File: src/rtl/fs_ds_skid_reg.sv
// IF->ID pipeline register built as a two-entry skid buffer with a registered
// upstream ready, so decode stalls never reach the fetch logic combinationally.
module fs_ds_skid_reg #(
    parameter int DATA_W = 64
) (
    input  logic              clk,
    input  logic              reset,
    input  logic              fs_to_ds_reg_valid,
    input  logic [DATA_W-1:0] fs_data,
    output logic              fs_ds_reg_allow_in,
    input  logic              ds_allow_in,
    output logic              ds_valid,
    output logic [DATA_W-1:0] ds_data,
    input  logic              flush,
    output logic [1:0]        occupancy
);

    logic [DATA_W-1:0] slot_r [2];
    logic              wr_ptr_r;
    logic              rd_ptr_r;
    logic [1:0]        count_r;
    logic              allow_in_r;

    logic              push_s;
    logic              pop_s;
    logic [1:0]        count_next_s;

    // Handshake qualification; flush overrides both sides of the transfer.
    always_comb begin
        push_s = fs_to_ds_reg_valid & allow_in_r & ~flush;
        pop_s  = (count_r != 2'd0) & ds_allow_in & ~flush;
    end

    // Next occupancy; a flush empties the buffer regardless of traffic.
    always_comb begin
        count_next_s = count_r;
        if (flush) begin
            count_next_s = 2'd0;
        end else begin
            count_next_s = count_r + {1'b0, push_s} - {1'b0, pop_s};
        end
    end

    // Pointer, occupancy and upstream-ready registers.
    always_ff @(posedge clk or negedge reset) begin
        if (!reset) begin
            wr_ptr_r   <= 1'b0;
            rd_ptr_r   <= 1'b0;
            count_r    <= 2'd0;
            allow_in_r <= 1'b1;
        end else if (flush) begin
            wr_ptr_r   <= 1'b0;
            rd_ptr_r   <= 1'b0;
            count_r    <= 2'd0;
            allow_in_r <= 1'b1;
        end else begin
            wr_ptr_r   <= wr_ptr_r ^ push_s;
            rd_ptr_r   <= rd_ptr_r ^ pop_s;
            count_r    <= count_next_s;
            // Ready looks at the post-update fill level, not at ds_allow_in.
            allow_in_r <= (count_next_s != 2'd2);
        end
    end

    // Payload storage; a slot is written only when the push targets it.
    always_ff @(posedge clk or negedge reset) begin
        if (!reset) begin
            slot_r[0] <= {DATA_W{1'b0}};
            slot_r[1] <= {DATA_W{1'b0}};
        end else if (push_s) begin
            slot_r[wr_ptr_r] <= fs_data;
        end else begin
            slot_r[0] <= slot_r[0];
            slot_r[1] <= slot_r[1];
        end
    end

    // Downstream view is decoded from flops only.
    always_comb begin
        fs_ds_reg_allow_in = allow_in_r;
        ds_valid           = (count_r != 2'd0);
        ds_data            = slot_r[rd_ptr_r];
        occupancy          = count_r;
    end

endmodule

File: config.mk
export PLATFORM = sky130hd
export DESIGN_NAME = fs_ds_skid_reg
export DESIGN_NICKNAME = d
export VERILOG_FILES = /design/src/rtl/fs_ds_skid_reg.sv
export SDC_FILE = /design/constraint.sdc
export NUM_CORES = 1
export LEC_CHECK = 0
export CORE_AREA = 8 8 130 132
export CTS_BUF_LIST = sky130_fd_sc_hd__clkbuf_8
export CTS_CLUSTER_DIAMETER = 30
export DETAILED_ROUTE_END_ITERATION = 8
export DIE_AREA = 0 0 138 140
export HOLD_SLACK_MARGIN = 0.06
export PLACE_DENSITY = 0.65
export SYNTH_ARGS = -nofsm -noshare
export SYNTH_HDL_FRONTEND = slang
export SYNTH_SLANG_ARGS = --single-unit
File: constraint.sdc
create_clock -name clk -period 4.45 [get_ports clk]
set_input_delay 0.6675 -clock clk [delete_from_list [all_inputs] [get_ports clk]]
set_output_delay 0.6675 -clock clk [all_outputs]
set_load 0.005 [all_outputs]
=== After elaboration in Yosys (flattened, before gate mapping) ===
Cells that the tools add are included.
Widths: inputs -> output; s select.

* Flip-flop bits (word level): 133
* Output and inout bits: 68
* Logic and storage cells: 34

* Add/sub/neg operators: 2
* $lt $le $gt $ge: 3
* Equal/unequal tests: 1
* Multiplexer cells: 11
* Bitwise logic cells: 9
* Reduce and logical (&&, ||, !) cells: 2

{| class="wikitable"
|+ Operators by type and width
! cell !! number
|-
| $mux 64 || 4
|-
| $bwmux 128 || 1
|-
| $demux 64 s1 || 1
|-
| $and 1x1->1 || 4
|-
| $ge 2x2->1 const B || 2
|-
| $mux 2 || 2
|-
| $not 1->2 || 2
|-
| $mux 1 || 3
|-
| $add 2x1->2 || 1
|-
| $lt 2x1->1 const B || 1
|-
| $ne 2x2->1 const B || 1
|-
| $reduce_bool 2->1 || 1
|-
| $sub 2x1->2 || 1
|-
| $xor 1x1->1 || 2
|-
| $logic_and 1x1->1 || 1
|-
| $not 1->1 || 1
|}

=== Depth between registers and ports, before layout ===
Gate-level depths: netlist of the first run.

* Depth after elaboration: 7
* Depth in mapped cells: 7
* Mapped depth without buffers: 7

=== Least setup slack after synthesis of the first run ===
Ideal clock, no wire load.

* Path kind: input to register
* Start: input port flush
* End: register allow_in_r, in the netlist fs_ds_reg_allow_in
* Data arrival time: 2.094 ns
* Required time: 4.362 ns
* Slack: 2.268 ns
* Stages: 7
* Buffers on the path: 1
* Path through: clkbuf_1 -> or2_2 -> ha_1 -> inv_1 -> ha_1 -> xnor3_1 -> or3_1

* Longest elaborated chain between the ends: 7
* Elaborated cells between the ends (all ways): 8

{| class="wikitable"
|+ RTL lines
! element !! RTL line !! RTL
|-
| start, declared || 14 || <nowiki>input logic flush,</nowiki>
|-
| $not 1->1 || 30, 31 ||
|-
| $and 1x1->1 || 30 || <nowiki>push_s = fs_to_ds_reg_valid & allow_in_r & ~flush;</nowiki>
|-
| $add 2x1->2 || 40 || <nowiki>count_next_s = count_r + {1'b0, push_s} - {1'b0, pop_s};</nowiki>
|-
| $sub 2x1->2 || 40 ||
|-
| $mux 2 || 37 || <nowiki>if (flush) begin</nowiki>
|-
| $ne 2x2->1 || 61 || <nowiki>allow_in_r <= (count_next_s != 2'd2);</nowiki>
|-
| $mux 1 * || 51 || <nowiki>end else if (flush) begin</nowiki>
|-
| end signal, assigned || 61 ||
|-
| end, declared || 22 || <nowiki>logic allow_in_r;</nowiki>
|}

Mark *: on every way between the ends. The rest lies on a longest branch, timed or not.
A chain may end at the register's enable or synchronous reset.

=== Worst setup path after layout of the first run ===
* Start: register rd_ptr_r
* End: output port ds_data[40]

* Longest elaborated chain between the ends: 4

{| class="wikitable"
|+ RTL lines
! element !! RTL line !! RTL
|-
| start, declared || 20 || <nowiki>logic rd_ptr_r;</nowiki>
|-
| start signal, assigned || 58 || <nowiki>rd_ptr_r <= rd_ptr_r ^ pop_s;</nowiki>
|-
| $not 1->2 (not written as such) || 82 || <nowiki>ds_data = slot_r[rd_ptr_r];</nowiki>
|-
| $mux 64 (not written as such) (3 in a row) || 82 ||
|-
| end, declared || 13 || <nowiki>output logic [DATA_W-1:0] ds_data,</nowiki>
|}

No other way between the ends. The select of a mux whose other input is x is not followed.

==> results.json, run 1 <==
{
  "critical_path_buf_inv_count": 2,
  "area_delta_synth_final_pct": 32.03,
  "std_cell_rows": 45,
  "synth_seq_area_share_pct": 57.47,
  "timing.critical_path.slowest_stage_cell": "dfrtp_2",
  "timing.final.hold_violations": 0,
  "dieArea_um2": 19320,
  "cp_data_required_time_ns": 3.78,
  "layout.cells.most_common": "mux2_2",
  "maxSlewHeadroom_pct": 34.32,
  "crit_family": "buffers and inverters",
  "fin_skew_ns": 0.009775,
  "antennaDiodeCount": 0,
  "cts_post_setup_buffers_inserted": 0,
  "io-pin-count": 137,
  "grt_busiest_layer": "met2",
  "antenna_found_initial": 0,
  "grt_first_pass_wirelength_um": 20710,
  "grt_use_met1_pct": 15.57,
  "status": "finished clean",
  "fp.dieW_um": 138,
  "cp_slowest_stage_delay_ns": 0.70,
  "drt_drc_violations_left": 0,
  "timing.setup.tns_ns": 0,
  "cp_cell_sequence": "buf_12 > mux2_2 > clkdlybuf4s50_1",
  "worst_slew_pin_slew_ns": 0.9853,
  "htree_num_levels": 4,
  "fp.coreArea_um2": 14860,
  "cts.repair.resized": 0,
  "yosysTopAreaCell": "dfrtp_1",
  "timing_max_transition_violations_final": 0,
  "met2_usage_pct": 21.20,
  "layout.cells.most_common_list": "193 x mux2_2, 135 x clkdlybuf4s50_1, 131 x dfrtp_1",
  "finalSetupViolCount": 0,
  "grt_max_degree": 65,
  "leakagePower_uw": 0.003149,
  "setup_repair_after_global_routing_missed_its_margin": "no",
  "netlist.area_leader.share_pct": 57.02,
  "setup.worst_path.class": "flop to output pin",
  "crit_end_category": "output pin",
  "routed_wire_per_std_cell_um": 18.13,
  "groute.usage.overall_pct": 13.42,
  "portBuffers": 136,
  "power-per-cell-area_nw_per_um2": 547.6,
  "dp.final_hpwl_um": 8266,
  "grt_pass1_vias": 3905,
  "clock_latency_of_the_later_clocked_register_in_the_worst_skew_pair_ns": 0.44,
  "cts_inserted_buffers": 17,
  "wl_um": 12770,
  "hold_class": "input pin to asynchronous set/reset pin",
  "gp_congestion": 0.6819,
  "syn_avg_cell_area_um2": 15.78,
  "vias_per_cell": 4.862,
  "arrival_ns": 2.39,
  "clk_root_buffer_cell": "clkbuf_8",
  "area.sequential_um2": 3331,
  "final_core_area_utilization_pct": 51.46,
  "syn_nets": 440,
  "clock_path_buffers": 2,
  "fin_worst_hold_slack_ns": 0.2572,
  "synth_area_um2": 5793,
  "place_area_um2": 7297,
  "multiInputGateArea_um2": 2330,
  "clock_sinks": 133,
  "grt.met3_usage_pct": 6.389,
  "floorplan.initialDensity_pct": 38.97,
  "tritoncts_clock_tree": "done",
  "achievable-frequency_mhz": 327.3,
  "clk_transition_reported_paths_ns": 0.07,
  "drt_iter0_markers": 97,
  "synthCells": 367,
  "die-height_um": 140,
  "worstSetupStartpointType": "flop",
  "postRouteAntennaNets": 0,
  "synth-seq-cells": 133,
  "worst_ir_drop_vdd_uv": 287.5,
  "drt_pre_antenna_iters": 5,
  "finalInstanceArea_um2": 7649,
  "route.vias.total": 3423,
  "max_cap_viol_count": 0,
  "drive_above_1_share_pct": 44.19,
  "finalNetCount": 576,
  "min_tclk_post_route_ns": 3.055,
  "synthDistinctLibCells": 15,
  "hold_buffers": 0,
  "worst_path_maximum_fanout": 47,
  "yosysWarningCount": 0,
  "grt_overflow": 0,
  "layout_worst_path_cycle_share_pct": 68.65,
  "ys_top_cells_by_area": "dfrtp_1 57%, mux2_2 38%, buf_4 2.2%",
  "post-layout-total-power_uw": 4189,
  "fillers": 1301
}
synthesized netlist by cell type, drive strengths merged:
library cell and n:
nor2b 2, ha 4, or3 1, mux2 193
clkbuf 1, o21ai 1, buf 21, or2 2
nand2 1, dfstp 1, dfrtp 132, inv 2
nor2 5, xnor3 1
cells by family after synthesis:
group	share of synthesized area [%]
muxes	37.52
DFF	57.47
buffers and inverters	2.743
and+or+nand+nor	0.9287
adders and majority gates	0.8640
AOI/OAI and AO/OA	0.08631
xor gates and xnor gates	0.3887
layer usage:
metal | wire (um) | share of wire (%) | vias up
li1 | - | - | 1571
met1 | 5577 | 44 | 1744
met2 | 6041 | 47 | 94
met3 | 984 | 7.7 | 14
met4 | 162 | 1.3 | 0
met5 | 0 | 0 | -
through the flow:
| stage | std cells | worst slack, ns |
|---|---|---|
| after detailed placement | 672 | 1.429 |
| final | 704 | 1.395 |
| after floorplan | 367 | 2.268 |
| after global placement | 672 | 1.467 |
| after global routing | 704 | 1.261 |
| after CTS | 704 | 1.321 |
power by group:
part,internal (uW),total (uW),switching [uW]
registers,1650,1870,220
clock network,467,906,439
logic,982,1410,428
worst paths after layout:
kind | cells after the start | startpoint | slack [ns] | end
max in group asynchronous | 2 | reset | 3.16 | slot_r[110]
worst min register to register | 1 | slot_r[5] | 0.50 | slot_r[5]
worst min-delay path | 1 | reset | 0.26 | slot_r[65]
min in group clk | 1 | slot_r[5] | 0.50 | slot_r[5]
worst max-delay path | 3 | rd_ptr_r | 1.39 | ds_data[40]
worst max register to register | 4 | fs_ds_reg_allow_in | 2.16 | slot_r[79]
worst reg2reg max path: stages (launching register included):
cell and delay (ns):
dfstp_2 0.53, nand2_1 0.07, nor2_1 0.28, ha_4 0.86
mux2_2 0.44
final cells by class:
| type | instances | area share [%] |
|---|---|---|
| flip-flops and latches | 133 | 43.55 |
| multi-input cells | 210 | 30.46 |
| inverters | 2 | 0.09815 |
| clock inverters | 12 | 0.9979 |
| clock buffers | 20 | 3.599 |
| well taps | 188 | 3.075 |
| repair buffers | 139 | 18.22 |
state kept, by name, summed over array words and instances, names as in the netlist:
name,count
slot_r,128
fs_ds_reg_allow_in,1
occupancy,2
wr_ptr_r,1
rd_ptr_r,1
Power figures use the tool's default switching activity.
==> run 2, diff against run 1 <==
--- a/config.mk
+++ b/config.mk
@@ -11,7 +11,7 @@
 export DETAILED_ROUTE_END_ITERATION = 8
 export DIE_AREA = 0 0 138 140
 export HOLD_SLACK_MARGIN = 0.06
-export PLACE_DENSITY = 0.65
+export PLACE_DENSITY = 0.68
 export SYNTH_ARGS = -nofsm -noshare
 export SYNTH_HDL_FRONTEND = slang
 export SYNTH_SLANG_ARGS = --single-unit
==> constraint.sdc (replaced) <==
create_clock -name clk -period 2.56 [get_ports clk]
set_input_delay 0.384 -clock clk [delete_from_list [all_inputs] [get_ports clk]]
set_output_delay 0.384 -clock clk [all_outputs]
set_load 0.005 [all_outputs]
==> run 2 against run 1 <==
- cell count up 0.71%
- flip-flop and latch count unchanged
- wire length down 1.1%
- hold slack worse by 0.21 ns
- non-clock buffer count up 7
- register-to-register slack worse by 1.6 ns
- combinational power up 76%
- clock power up 87%
- sequential share of layout area down 0.68 points
- critical endpoint is now ds_data[15]
- largest power group unchanged
- highest routed layer unchanged
==> results.json, run 2 (synthesized netlist as in run 1, its figures left out) <==
{
  "status": "finished clean",
  "achievable-frequency_mhz": 413.9,
  "area.sequential_um2": 3331,
  "worst_path_maximum_fanout": 27,
  "hold_buffers": 0,
  "std_cell_rows": 45,
  "floorplan.initialDensity_pct": 38.97,
  "layout.cells.most_common_list": "193 x mux2_2, 135 x clkdlybuf4s50_1, 131 x dfrtp_1",
  "clock_latency_of_the_later_clocked_register_in_the_worst_skew_pair_ns": 0.43,
  "groute.usage.overall_pct": 13.47,
  "dieArea_um2": 19320,
  "clk_transition_reported_paths_ns": 0.07,
  "fillers": 1265,
  "post-place-cells": 679,
  "worst_slew_pin_slew_ns": 0.7199,
  "drt_drc_violations_left": 0,
  "pwr-share-seq_pct": 43.7,
  "drt_iter0_markers": 87,
  "layout_worst_path_cycle_share_pct": 94.38,
  "finalSetupViolCount": 0,
  "postRouteAntennaNets": 0,
  "timing.critical_path.slowest_stage_cell": "clkdlybuf4s50_1",
  "grt_max_degree": 134,
  "routed_wire_per_std_cell_um": 17.80,
  "htree_num_levels": 4,
  "vias_per_cell": 4.870,
  "post-layout-total-power_uw": 7413,
  "timing_max_transition_violations_final": 0,
  "wl_um": 12620,
  "timing.setup.tns_ns": 0,
  "drive_above_1_share_pct": 45.11,
  "worst_ir_drop_vdd_uv": 439.4,
  "cp_cell_sequence": "buf_4 > mux2_2 > clkdlybuf4s50_1",
  "die-height_um": 140,
  "area_delta_synth_final_pct": 34.13,
  "setup.worst_path.class": "flop to output pin",
  "io-pin-count": 137,
  "grt_first_pass_wirelength_um": 21130,
  "fin_worst_hold_slack_ns": 0.04803,
  "worst_r2r_path_depth": 7,
  "fin_skew_ns": 0.005098,
  "timing.final.hold_violations": 0,
  "clock_sinks": 133,
  "grt_pass1_vias": 4075,
  "clock_path_buffers": 2,
  "antennaDiodeCount": 0,
  "portBuffers": 136,
  "multiInputGateArea_um2": 2310,
  "cts.repair.resized": 0,
  "final_core_area_utilization_pct": 52.27,
  "finalNetCount": 583,
  "dp.final_hpwl_um": 8539,
  "power.share.switching_pct": 25.28,
  "cp_data_required_time_ns": 2.18,
  "cp_slowest_stage_delay_ns": 0.45,
  "fp.dieW_um": 138,
  "tritoncts_clock_tree": "done",
  "antenna_found_initial": 0,
  "min_tclk_post_route_ns": 2.416,
  "setup_repair_after_global_routing_missed_its_margin": "no",
  "worstSetupStartpointType": "flop",
  "power.net_switching_uw": 1874,
  "arrival_ns": 2.03,
  "leakagePower_uw": 0.003204,
  "power-per-cell-area_nw_per_um2": 954.0,
  "gp_congestion": 0.7244,
  "maxSlewHeadroom_pct": 52.01,
  "combinationalPowerShare_pct": 33.5,
  "cts_post_setup_buffers_inserted": 0,
  "clk_root_buffer_cell": "clkbuf_8",
  "drt_pre_antenna_iters": 2,
  "fp.coreArea_um2": 14860,
  "route.vias.total": 3453,
  "power.clock.fraction_pct": 22.8,
  "pint_uw": 5539,
  "max_cap_viol_count": 0,
  "grt_overflow": 0,
  "crit_end_category": "output pin",
  "regMostFlops": "slot_r",
  "final-instance-count-excl-fill": 709,
  "layout.cells.most_common": "mux2_2",
  "largest_reg_flops": 128,
  "cts_inserted_buffers": 17,
  "hold_class": "input pin to asynchronous set/reset pin"
}
[run 2: cell types whose count changed in the layout (fill, tap and decap cells not counted), sizes merged]
| cell | delta |
|---|---|
| buf | +7 |
| clkinv | -2 |
| inv | -2 |
| bufinv | +1 |
| clkbuf | +1 |
[run 2: routing by layer]
layer / routed length (um) / vias to the layer above / track usage [%] / part of all wire [%]
met1: 5439 / 1781 / 15.90 / 43
met2: 6402 / 86 / 22.42 / 51
met4: 106 / 0 / 4.119 / 0.84
li1: - / 1580 / - / -
met5: 0 / - / 0 / 0
met3: 672 / 6 / 4.970 / 5.3
[run 2: path summary, 6_finish.rpt]
kind                                      end               start  slack [ns]
setup / recovery                  ds_data[15]            rd_ptr_r        0.14
min in group clk                   slot_r[65]          slot_r[65]        0.50
setup reg to reg           fs_ds_reg_allow_in  fs_ds_reg_allow_in        0.59
max in group asynchronous            rd_ptr_r               reset        1.95
hold reg to reg                    slot_r[65]          slot_r[65]        0.50
hold / removal                      slot_r[5]               reset        0.05
[run 2: critical path: cells and delay by family, from the launching register on]
| kind | cells | cell delay [ns] |
|---|---|---|
| buffers and inverters | 2 | 0.81 |
| multiplexers | 1 | 0.41 |
| flip-flops | 1 | 0.38 |
[run 2: final cells by class]
type                    count  share of cell area [%]
flip-flops and latches    133                   42.87
multi-input cells         210                   29.73
repair buffers            146                   19.42
clock buffers              21                   3.720
well taps                 188                   3.027
clock inverters             9                   1.143
inverters                   2                 0.09662
[run 2: power groups by stage]
stage                     combinational [uW]  clock (uW)  sequential [uW]
after floorplan                         1370           0             3150
after global placement                  2490           0             3210
after detailed placement                2540           0             3280
after CTS                               2550        1760             3240
after global routing                    2710        1850             3340
final                                   2480        1690             3240
[run 2: metrics by stage]
| step | instance area (um^2) | worst slack, ns |
|---|---|---|
| floorplan | 5793 | 0.6614 |
| global placement | 7392 | 0.2941 |
| detailed placement | 7392 | 0.2635 |
| CTS | 7770 | 0.08058 |
| global route | 7770 | 0.04542 |
| finish | 7770 | 0.1440 |
